## config.mk

```make
export PLATFORM = sky130hd
export DESIGN_NAME = gmii_mac_tx
export DESIGN_NICKNAME = d
export VERILOG_FILES = /design/src/rtl/gmii_mac_tx.sv
export SDC_FILE = /design/constraint.sdc
export NUM_CORES = 1
export LEC_CHECK = 0
export ABC_AREA = 1
export BUFFER_PORTS_ARGS = -buffer_cell sky130_fd_sc_hd__buf_2
export CORE_MARGIN = 2
export CORE_UTILIZATION = 55
export DETAILED_ROUTE_END_ITERATION = 10
export PLACE_DENSITY = 0.76
export RECOVER_POWER = 50
export SYNTH_ARGS = -nofsm -noshare
export SYNTH_HDL_FRONTEND = slang
export SYNTH_SLANG_ARGS = --single-unit
export TNS_END_PERCENT = 20
```

## constraint.sdc

```tcl
create_clock -name i_clock -period 3.1 [get_ports i_clock]
set_input_delay 0.775 -clock i_clock [delete_from_list [all_inputs] [get_ports i_clock]]
set_output_delay 0.775 -clock i_clock [all_outputs]
set_load 0.01 [all_outputs]
```

## src/rtl/gmii_mac_tx.sv

```systemverilog
// gmii_mac_tx: turns a valid/ready byte stream into GMII frames (preamble, SFD, payload, FCS, IFG).
// Define GMII_MAC_TX_PAD_EN to zero-pad short frames to p_MIN_PAYLOAD bytes before the FCS.
module gmii_mac_tx #(
    parameter int p_IFG_BYTES   = 12,
    parameter int p_MIN_PAYLOAD = 60
) (
    input  logic       i_clock,
    input  logic       i_reset_n,
    input  logic [7:0] i_tx_data,
    input  logic       i_tx_valid,
    input  logic       i_tx_last,
    input  logic       i_tx_user,
    output logic       o_tx_ready,
    output logic       o_gmii_tx_en,
    output logic       o_gmii_tx_err,
    output logic [7:0] o_gmii_tx_d,
    output logic       o_busy,
    output logic       o_frame_sent,
    output logic       o_underrun
);

    if (p_IFG_BYTES < 1 || p_IFG_BYTES > 255) begin : g_ifg_range
        $error("p_IFG_BYTES must be in 1..255");
    end
    if (p_MIN_PAYLOAD < 1 || p_MIN_PAYLOAD > 255) begin : g_min_range
        $error("p_MIN_PAYLOAD must be in 1..255");
    end

    localparam logic [3:0] S_IDLE     = 4'd0;
    localparam logic [3:0] S_PREAMBLE = 4'd1;
    localparam logic [3:0] S_SFD      = 4'd2;
    localparam logic [3:0] S_DATA     = 4'd3;
    localparam logic [3:0] S_FCS      = 4'd4;
    localparam logic [3:0] S_IFG      = 4'd5;
    localparam logic [3:0] S_ABORT    = 4'd6;
    localparam logic [3:0] S_DISCARD  = 4'd7;
`ifdef GMII_MAC_TX_PAD_EN
    localparam logic [3:0] S_PAD      = 4'd8;
    localparam logic [7:0] MIN_LEN    = 8'(p_MIN_PAYLOAD);
`endif
    localparam logic [7:0] IFG_LAST   = 8'(p_IFG_BYTES - 1);

    function automatic logic [31:0] crc_byte(input logic [31:0] crc, input logic [7:0] data);
        logic [31:0] c;
        c = crc;
        for (int i = 0; i < 8; i++) begin
            c = (c[0] ^ data[i]) ? ((c >> 1) ^ 32'hEDB88320) : (c >> 1);
        end
        return c;
    endfunction

    logic [3:0]  state_reg, state_next;
    logic [7:0]  cnt_reg, cnt_next;
    logic [7:0]  byte_cnt_reg, byte_cnt_next;
    logic [31:0] crc_reg, crc_next;
    logic        user_reg, user_next;
    logic        ready_next, en_next, err_next, busy_next, sent_next, underrun_next;
    logic [7:0]  d_next;
    logic [7:0]  byte_cnt_inc;
    logic [31:0] crc_inv;
    logic [1:0]  fcs_sel;
    logic        frame_tail, to_ifg;

    assign byte_cnt_inc = (byte_cnt_reg == 8'hFF) ? 8'hFF : byte_cnt_reg + 8'd1;
    assign crc_inv      = ~crc_reg;

    always_comb begin
        state_next    = state_reg;
        cnt_next      = cnt_reg;
        byte_cnt_next = byte_cnt_reg;
        crc_next      = crc_reg;
        user_next     = user_reg;
        ready_next    = 1'b0;
        en_next       = 1'b0;
        err_next      = 1'b0;
        d_next        = 8'h00;
        sent_next     = 1'b0;
        underrun_next = 1'b0;
        fcs_sel       = 2'd0;
        frame_tail    = 1'b0;
        to_ifg        = 1'b0;

        case (state_reg)
            S_IDLE: begin
                byte_cnt_next = 8'd0;
                crc_next      = 32'hFFFFFFFF;
                user_next     = 1'b0;
                if (i_tx_valid) begin
                    state_next = S_PREAMBLE;
                    cnt_next   = 8'd1;
                    en_next    = 1'b1;
                    d_next     = 8'h55;
                end
            end
            S_PREAMBLE: begin
                en_next = 1'b1;
                if (cnt_reg == 8'd7) begin
                    state_next = S_SFD;
                    d_next     = 8'hD5;
                    ready_next = 1'b1;
                end else begin
                    cnt_next = cnt_reg + 8'd1;
                    d_next   = 8'h55;
                end
            end
            S_SFD, S_DATA: begin
                if (o_tx_ready) begin
                    en_next = 1'b1;
                    if (i_tx_valid) begin
                        state_next    = S_DATA;
                        d_next        = i_tx_data;
                        crc_next      = crc_byte(crc_reg, i_tx_data);
                        byte_cnt_next = byte_cnt_inc;
                        ready_next    = !i_tx_last;
                        if (i_tx_last) begin
                            user_next = i_tx_user;
                        end
                    end else begin
                        // Starved mid-frame: one TX_ER cycle poisons the frame on the wire.
                        state_next    = S_ABORT;
                        err_next      = 1'b1;
                        underrun_next = 1'b1;
                    end
                end else begin
                    frame_tail = 1'b1;
                end
            end
`ifdef GMII_MAC_TX_PAD_EN
            S_PAD: begin
                frame_tail = 1'b1;
            end
`endif
            S_FCS: begin
                if (cnt_reg[1:0] == 2'd3) begin
                    to_ifg = 1'b1;
                end else begin
                    fcs_sel  = cnt_reg[1:0] + 2'd1;
                    en_next  = 1'b1;
                    cnt_next = cnt_reg + 8'd1;
                    d_next   = crc_inv[{fcs_sel, 3'b000} +: 8];
                    if (fcs_sel == 2'd3) begin
                        sent_next = 1'b1;
                        err_next  = user_reg;
                    end
                end
            end
            S_ABORT: begin
                state_next = S_DISCARD;
                ready_next = 1'b1;
            end
            S_DISCARD: begin
                if (i_tx_valid && i_tx_last) begin
                    to_ifg = 1'b1;
                end else begin
                    ready_next = 1'b1;
                end
            end
            S_IFG: begin
                if (cnt_reg == IFG_LAST) begin
                    state_next = S_IDLE;
                end else begin
                    cnt_next = cnt_reg + 8'd1;
                end
            end
            default: begin
                state_next = S_IDLE;
            end
        endcase

        // Last payload byte is on the wire: pad out or launch FCS byte 0 with no gap.
        if (frame_tail) begin
            en_next = 1'b1;
`ifdef GMII_MAC_TX_PAD_EN
            if (byte_cnt_reg < MIN_LEN) begin
                state_next    = S_PAD;
                d_next        = 8'h00;
                crc_next      = crc_byte(crc_reg, 8'h00);
                byte_cnt_next = byte_cnt_inc;
            end else begin
                state_next = S_FCS;
                cnt_next   = 8'd0;
                d_next     = crc_inv[7:0];
            end
`else
            state_next = S_FCS;
            cnt_next   = 8'd0;
            d_next     = crc_inv[7:0];
`endif
        end

        // The IDLE cycle that samples valid is itself the last gap cycle.
        if (to_ifg) begin
            if (p_IFG_BYTES > 1) begin
                state_next = S_IFG;
                cnt_next   = 8'd1;
            end else begin
                state_next = S_IDLE;
            end
        end

        busy_next = (state_next != S_IDLE);
    end

    always_ff @(posedge i_clock or negedge i_reset_n) begin
        if (!i_reset_n) begin
            state_reg     <= S_IDLE;
            cnt_reg       <= 8'd0;
            byte_cnt_reg  <= 8'd0;
            crc_reg       <= 32'hFFFFFFFF;
            user_reg      <= 1'b0;
            o_tx_ready    <= 1'b0;
            o_gmii_tx_en  <= 1'b0;
            o_gmii_tx_err <= 1'b0;
            o_gmii_tx_d   <= 8'h00;
            o_busy        <= 1'b0;
            o_frame_sent  <= 1'b0;
            o_underrun    <= 1'b0;
        end else begin
            state_reg     <= state_next;
            cnt_reg       <= cnt_next;
            byte_cnt_reg  <= byte_cnt_next;
            crc_reg       <= crc_next;
            user_reg      <= user_next;
            o_tx_ready    <= ready_next;
            o_gmii_tx_en  <= en_next;
            o_gmii_tx_err <= err_next;
            o_gmii_tx_d   <= d_next;
            o_busy        <= busy_next;
            o_frame_sent  <= sent_next;
            o_underrun    <= underrun_next;
        end
    end

endmodule

```

==> flow_metrics.env, run 1 <==
export IMPL_yosysWarnings=0
export IMPL_avgSynthCellArea_um2=7.09
export IMPL_fp_dieArea_mm2=0.00815
export IMPL_grt_start_max_net_pins=30
export IMPL_gp_congestion=0.956
export IMPL_synthAdderAreaFrac=0.0122
export IMPL_numCtsBuffers=9
export IMPL_power_leakage_nw=2.21
export IMPL_synth_area_mm2=0.00410
export IMPL_setup_viol=0
export IMPL_fmax_mhz=449
export IMPL_ys_seq_area_frac=0.370
export IMPL_critPathMaxFanout=25
export IMPL_cts_setup_buffers=0
export IMPL_path_cells="clkbuf_1 > clkbuf_1"
export IMPL_clk_latency_ps=360
export IMPL_setup_tns_ps=0
export IMPL_path_clk_slew_ps=80
export IMPL_wl_mm=11.4
export IMPL_hp_class="input port to asynchronous set/reset pin"
export IMPL_initial_utilization=0.568
export IMPL_p_clk_frac=0.387
export IMPL_crit_top_cell="clkbuf_1"
export IMPL_max_slew_margin_rel=0.0822
export IMPL_power_switching_w=0.000666
export IMPL_grt_use_total=0.291
export IMPL_skew_ps=11.1
export IMPL_synth_top_family_by_area="simple AND/OR/NAND/NOR gates"
export IMPL_drc=0
export IMPL_cts_hold_buffers=0
export IMPL_drt_pass1_iterations=5
export IMPL_ctsResizeCount=0
export IMPL_drt_initial_drc_count=295
export IMPL_ys_types=38
export IMPL_insertedDiodeCount=0
export IMPL_rows=31
export IMPL_setup_ws_ps=872
export IMPL_grt_pass1_wl_mm=18.4
export IMPL_cts_root_buf="clkbuf_8"
export IMPL_placedInstanceArea_mm2=0.00429
export IMPL_synthSimpleGateAreaFrac=0.285
export IMPL_path_class="input port to asynchronous set/reset pin"
export IMPL_hpwl_mm=8.24
export IMPL_pwr_share_seq=0.406
export IMPL_antenna_found_initial=0
export IMPL_synth_compound_area_frac=0.150
export IMPL_slowest_delay_ps=1070
export IMPL_io_pins=27
export IMPL_grt_pass1_vias=3635
export IMPL_final_area_mm2=0.00450
export IMPL_internal_power_w=0.00142
export IMPL_cts_tree="yes"
export IMPL_synth_xor_area_frac=0.0877
export IMPL_cp_end_kind="asynchronous set/reset pin"
export IMPL_areaGrowthSynthToFinish_pct=9.77
export IMPL_dp_slack_ps=677
export IMPL_htreeDepth=3
export IMPL_hold_viol_final=0
export IMPL_crit_slowest_cell="clkbuf_1"
export IMPL_die_w_um=90.3
export IMPL_comb_power_share=0.207
export IMPL_yosys_mux_area_fraction=0
export IMPL_ir_drop_mv=0.241
export IMPL_routedWlPerCell_um=16.1
export IMPL_drive_above_1_share=0.156
export IMPL_core_area_mm2=0.00721
export IMPL_gr_total_overflow=0
export IMPL_port_buffers=26
export IMPL_status="complete, no violations"
export IMPL_via_per_inst=5.57
export IMPL_rsz0062_at_grt="no"
export IMPL_tightest_slew_ps=1380
export IMPL_power_density_mw_per_mm2=463
export IMPL_synth_cells=578
export IMPL_drv_slew=0
export IMPL_worst_setup_path_start_kind="input port"
export IMPL_ant_nets=0
export IMPL_crit_arrival_ps=2460
export IMPL_switching_share=0.320
export IMPL_path_delay_family="buffers and inverters"
export IMPL_syn_num_nets=595
export IMPL_die_h_um=90.3
export IMPL_fin_nets=621
export IMPL_clock_path_buffers=2
export IMPL_fin_crit_ps=2230
export IMPL_path_buf_inv=2
export IMPL_largest_reg_flops=32
export IMPL_cp_required_ps=3340
export IMPL_synth_seq_cells=59
export IMPL_min_period_over_period=0.719
export IMPL_cts_sinks=59
export IMPL_vias=3947
export IMPL_cap_violations=0
path summary, 6_finish.rpt:
check | slack [ps] | cells past startpoint | end | from
setup / recovery | 870 | 2 | o_gmii_tx_d[1] | i_reset_n
hold / removal | 490 | 1 | state_reg[1] | i_reset_n
setup reg to reg | 920 | 7 | o_gmii_tx_d[0] | cnt_reg[0]
hold reg to reg | 490 | 2 | crc_reg[21] | crc_reg[21]
max in group i_clock | 920 | 7 | o_gmii_tx_d[0] | cnt_reg[0]
min in group i_clock | 490 | 2 | crc_reg[21] | crc_reg[21]
cell usage after synthesis (all sizes together):
| library cell | n | area [µm²] |
|---|---|---|
| a31oi | 1 | 6.26 |
| o31ai | 1 | 7.51 |
| nor2 | 45 | 194 |
| buf | 13 | 82.6 |
| o2111ai | 6 | 58.8 |
| conb | 1 | 3.75 |
| nand2 | 181 | 727 |
| o211ai | 1 | 7.51 |
| dfrtp | 27 | 676 |
| nand3 | 31 | 155 |
| a21oi | 27 | 135 |
| inv | 80 | 300 |
| o21ai | 56 | 284 |
| nand3b | 4 | 30.0 |
| o21bai | 1 | 7.51 |
| nor4 | 1 | 6.26 |
| a211oi | 2 | 15.0 |
| o221ai | 4 | 35.0 |
| ha | 4 | 50.1 |
| xor2 | 32 | 280 |
| o22ai | 9 | 56.3 |
| xnor2 | 9 | 78.8 |
| dfstp | 32 | 841 |
| nor3 | 5 | 30.0 |
| or2 | 1 | 6.26 |
| clkbuf | 1 | 3.75 |
| nand4 | 3 | 18.8 |
power by group through the flow:
stage	registers, W	logic [W]	clock network, W
4_1_cts	0.000845	0.000424	0.000816
2_1_floorplan	0.000851	0.000301	0
3_5_place_dp	0.000858	0.000422	0
6_report	0.000847	0.000431	0.000806
5_1_grt	0.000850	0.000479	0.000846
3_3_place_gp	0.000858	0.000414	0
cell usage in the layout (no fill, tap or decap), types with 2 or more instances in the layout:
| cell | instances |
|---|---|
| o22ai_1 | 9 |
| nand2_4 | 3 |
| nor2_4 | 3 |
| clkbuf_8 | 10 |
| nand3b_1 | 4 |
| clkinvlp_4 | 2 |
| bufinv_16 | 2 |
| a21oi_1 | 27 |
| o21ai_0 | 51 |
| inv_1 | 75 |
| a211oi_1 | 2 |
| inv_2 | 5 |
| clkbuf_1 | 7 |
| nand4_1 | 3 |
| dfrtp_1 | 27 |
| nand3_1 | 31 |
| nor2_1 | 42 |
| nand2_2 | 10 |
| o2111ai_1 | 5 |
| dfstp_2 | 32 |
| buf_2 | 21 |
| xor2_1 | 32 |
| o221ai_1 | 4 |
| nand2_1 | 168 |
| xnor2_1 | 9 |
| o21ai_1 | 4 |
| nor3_1 | 4 |
| ha_1 | 4 |
kinds of logic (layout without fill, tap and decap cells):
family / count (synthesis) / count (layout)
AOI/OAI and AO/OA: 108 / 108
xor gates and xnor gates: 41 / 41
adders and majority gates: 4 / 4
buffers and inverters: 94 / 125
DFF: 59 / 59
other: 1 / 1
and+or+nand+nor: 271 / 271
area by class of cell:
cell class	count	area (µm²)
clock buffer	10	138
tap	99	124
fill	679	2720
multi-input combinational	425	2190
sequential	59	1520
clock inverter	6	88.8
inverter	80	300
timing repair buffer	29	139
per-stage QoR:
stage               total power (W)   util  hold WS (ps)  cells
finish                      0.00208  0.623           487    708
global route                0.00218  0.623           499    708
CTS                         0.00209  0.626           316    708
detailed placement          0.00128  0.594           475    692
global placement            0.00127  0.594           467    692
floorplan                   0.00115      -           454    578
per-layer routing:
metal / vias up / global-route usage / share of wire
li1: 1900 / - / -
met1: 1844 / 0.393 / 0.44
met2: 169 / 0.452 / 0.45
met3: 34 / 0.0618 / 0.075
met4: 0 / 0.131 / 0.030
met5: - / 0 / 0
Note: power is estimated with default switching activity, not from simulation.
==> run 2, diff against run 1 <==
==> constraint.sdc (replaced) <==
create_clock -name i_clock -period 2.23 [get_ports i_clock]
set_input_delay 0.5575 -clock i_clock [delete_from_list [all_inputs] [get_ports i_clock]]
set_output_delay 0.5575 -clock i_clock [all_outputs]
set_load 0.01 [all_outputs]
==> run 2 against run 1 <==
Utilization rose by 0.31 points. Critical path depth rose by 7. Sequential power rose by 39%. Largest cell class unchanged. Global-route usage fell by 0.84 points. Die area did not move. Combinational power rose by 42%. Via count fell by 0.15%. Worst hold slack improved by 1.6 ps. Flip-flop and latch count did not move.
==> flow_metrics.env, run 2 (synthesis results as in run 1) <==
export IMPL_wl_mm=11.1
export IMPL_antenna_found_initial=0
export IMPL_cts_tree="yes"
export IMPL_drt_pass1_iterations=5
export IMPL_skew_ps=7.95
export IMPL_rows=31
export IMPL_cp_required_ps=2500
export IMPL_routedWlPerCell_um=15.5
export IMPL_drv_slew=0
export IMPL_power_leakage_nw=2.25
export IMPL_port_buffers=26
export IMPL_clock_path_buffers=2
export IMPL_via_per_inst=5.50
export IMPL_grt_pass1_vias=3728
export IMPL_power_density_mw_per_mm2=595
export IMPL_setup_viol=0
export IMPL_cp_end_kind="flip-flop"
export IMPL_fmax_mhz=508
export IMPL_cts_root_buf="clkbuf_8"
export IMPL_cts_sinks=59
export IMPL_fp_dieArea_mm2=0.00815
export IMPL_die_h_um=90.3
export IMPL_tightest_slew_ps=1450
export IMPL_cap_violations=0
export IMPL_insertedDiodeCount=0
export IMPL_hold_end="crc_reg[24]"
export IMPL_gr_total_overflow=0
export IMPL_cts_setup_buffers=0
export IMPL_hp_class="flip-flop to flip-flop"
export IMPL_fin_crit_ps=1970
export IMPL_min_period_over_period=0.884
export IMPL_drc=0
export IMPL_grt_use_total=0.283
export IMPL_initial_utilization=0.568
export IMPL_fin_nets=629
export IMPL_layout_common_cells="168 x nand2_1, 75 x inv_1, 51 x o21ai_0"
export IMPL_rr_endpoint="crc_reg[23]"
export IMPL_largest_reg_flops=32
export IMPL_status="complete, no violations"
export IMPL_max_slew_margin_rel=0.0350
export IMPL_die_w_um=90.3
export IMPL_htreeDepth=3
export IMPL_path_clk_slew_ps=70
export IMPL_ir_drop_mv=0.299
export IMPL_ctsResizeCount=0
export IMPL_grt_pass1_wl_mm=18.2
export IMPL_hold_viol_final=0
export IMPL_cts_hold_buffers=0
export IMPL_reg2reg_slack_ps=260
export IMPL_gp_congestion=0.975
export IMPL_clk_latency_ps=340
export IMPL_fillers=695
export IMPL_path_class="flip-flop to flip-flop"
export IMPL_drive_above_1_share=0.169
export IMPL_drt_initial_drc_count=310
export IMPL_core_area_mm2=0.00721
export IMPL_min_from="crc_reg[24]"
export IMPL_worst_setup_path_start_kind="flip-flop"
export IMPL_crit_arrival_ps=2240
export IMPL_rsz0062_at_grt="no"
export IMPL_setup_tns_ps=0
export IMPL_hold_depth=2
export IMPL_critPathMaxFanout=15
export IMPL_power_w=0.00269
export IMPL_ant_nets=0
export IMPL_io_pins=27
export IMPL_grt_start_max_net_pins=60
export IMPL_ff2ff_path_depth=9
export IMPL_hpwl_mm=8.06
export IMPL_numCtsBuffers=9
export IMPL_vias=3941
export IMPL_rr_startpoint="state_reg[3]"
export IMPL_layout_commonest_cell="nand2_1"
export IMPL_areaGrowthSynthToFinish_pct=10.3
-- run 2: through the flow --
stage               instance area, µm²  setup slack (ps)  utilization  hold slack, ps  cells
floorplan                         4100               216            -             262    578
global placement                  4360               278        0.604             467    700
detailed placement                4360               206        0.604             483    700
CTS                               4540               354        0.630             222    716
global route                      4520               105        0.626             497    716
finish                            4520               260        0.626             488    716
-- run 2: report_power, final --
group,internal (W),switching (W)
Combinational,0.000195,0.000415
Sequential,0.00113,0.0000440
Clock,0.000492,0.000414
Total,0.00182,0.000873
-- run 2: worst max-delay path by stage --
stage / startpoint / endpoint / cells past startpoint
final: state_reg[3] / crc_reg[23] / 9
after detailed placement: i_tx_data[0] / crc_reg[20] / 13
after floorplan: cnt_reg[0] / o_gmii_tx_d[4] / 11
after CTS: state_reg[3] / crc_reg[27] / 8
after global placement: i_tx_data[0] / crc_reg[19] / 14
after global routing: state_reg[3] / crc_reg[8] / 9
-- run 2: metal layers --
layer	routed length, µm	track usage	vias to the layer above
li1	-	-	1916
met1	4870	0.368	1856
met2	5420	0.472	143
met3	544	0.0376	26
met4	272	0.126	0
met5	0	0	-
-- run 2: cell type report --
| cell class | count | area, µm² | share of cell area |
|---|---|---|---|
| inverters | 80 | 300 | 0.0664 |
| clock inverters | 2 | 10.0 | 0.00221 |
| flip-flops and latches | 59 | 1520 | 0.336 |
| multi-input cells | 425 | 2190 | 0.485 |
| repair buffers | 37 | 205 | 0.0454 |
| well taps | 99 | 124 | 0.0274 |
| clock buffers | 14 | 173 | 0.0382 |
-- run 2: worst max-delay path, cell delays in order, from the launching register on --
cell and delay [ps]:
dfrtp_1 440, nor2_1 280, nand2_4 160, nor2_4 140
nand2_4 170, inv_2 90, buf_4 210, nand3_1 160
o21bai_1 170, nor2_1 60
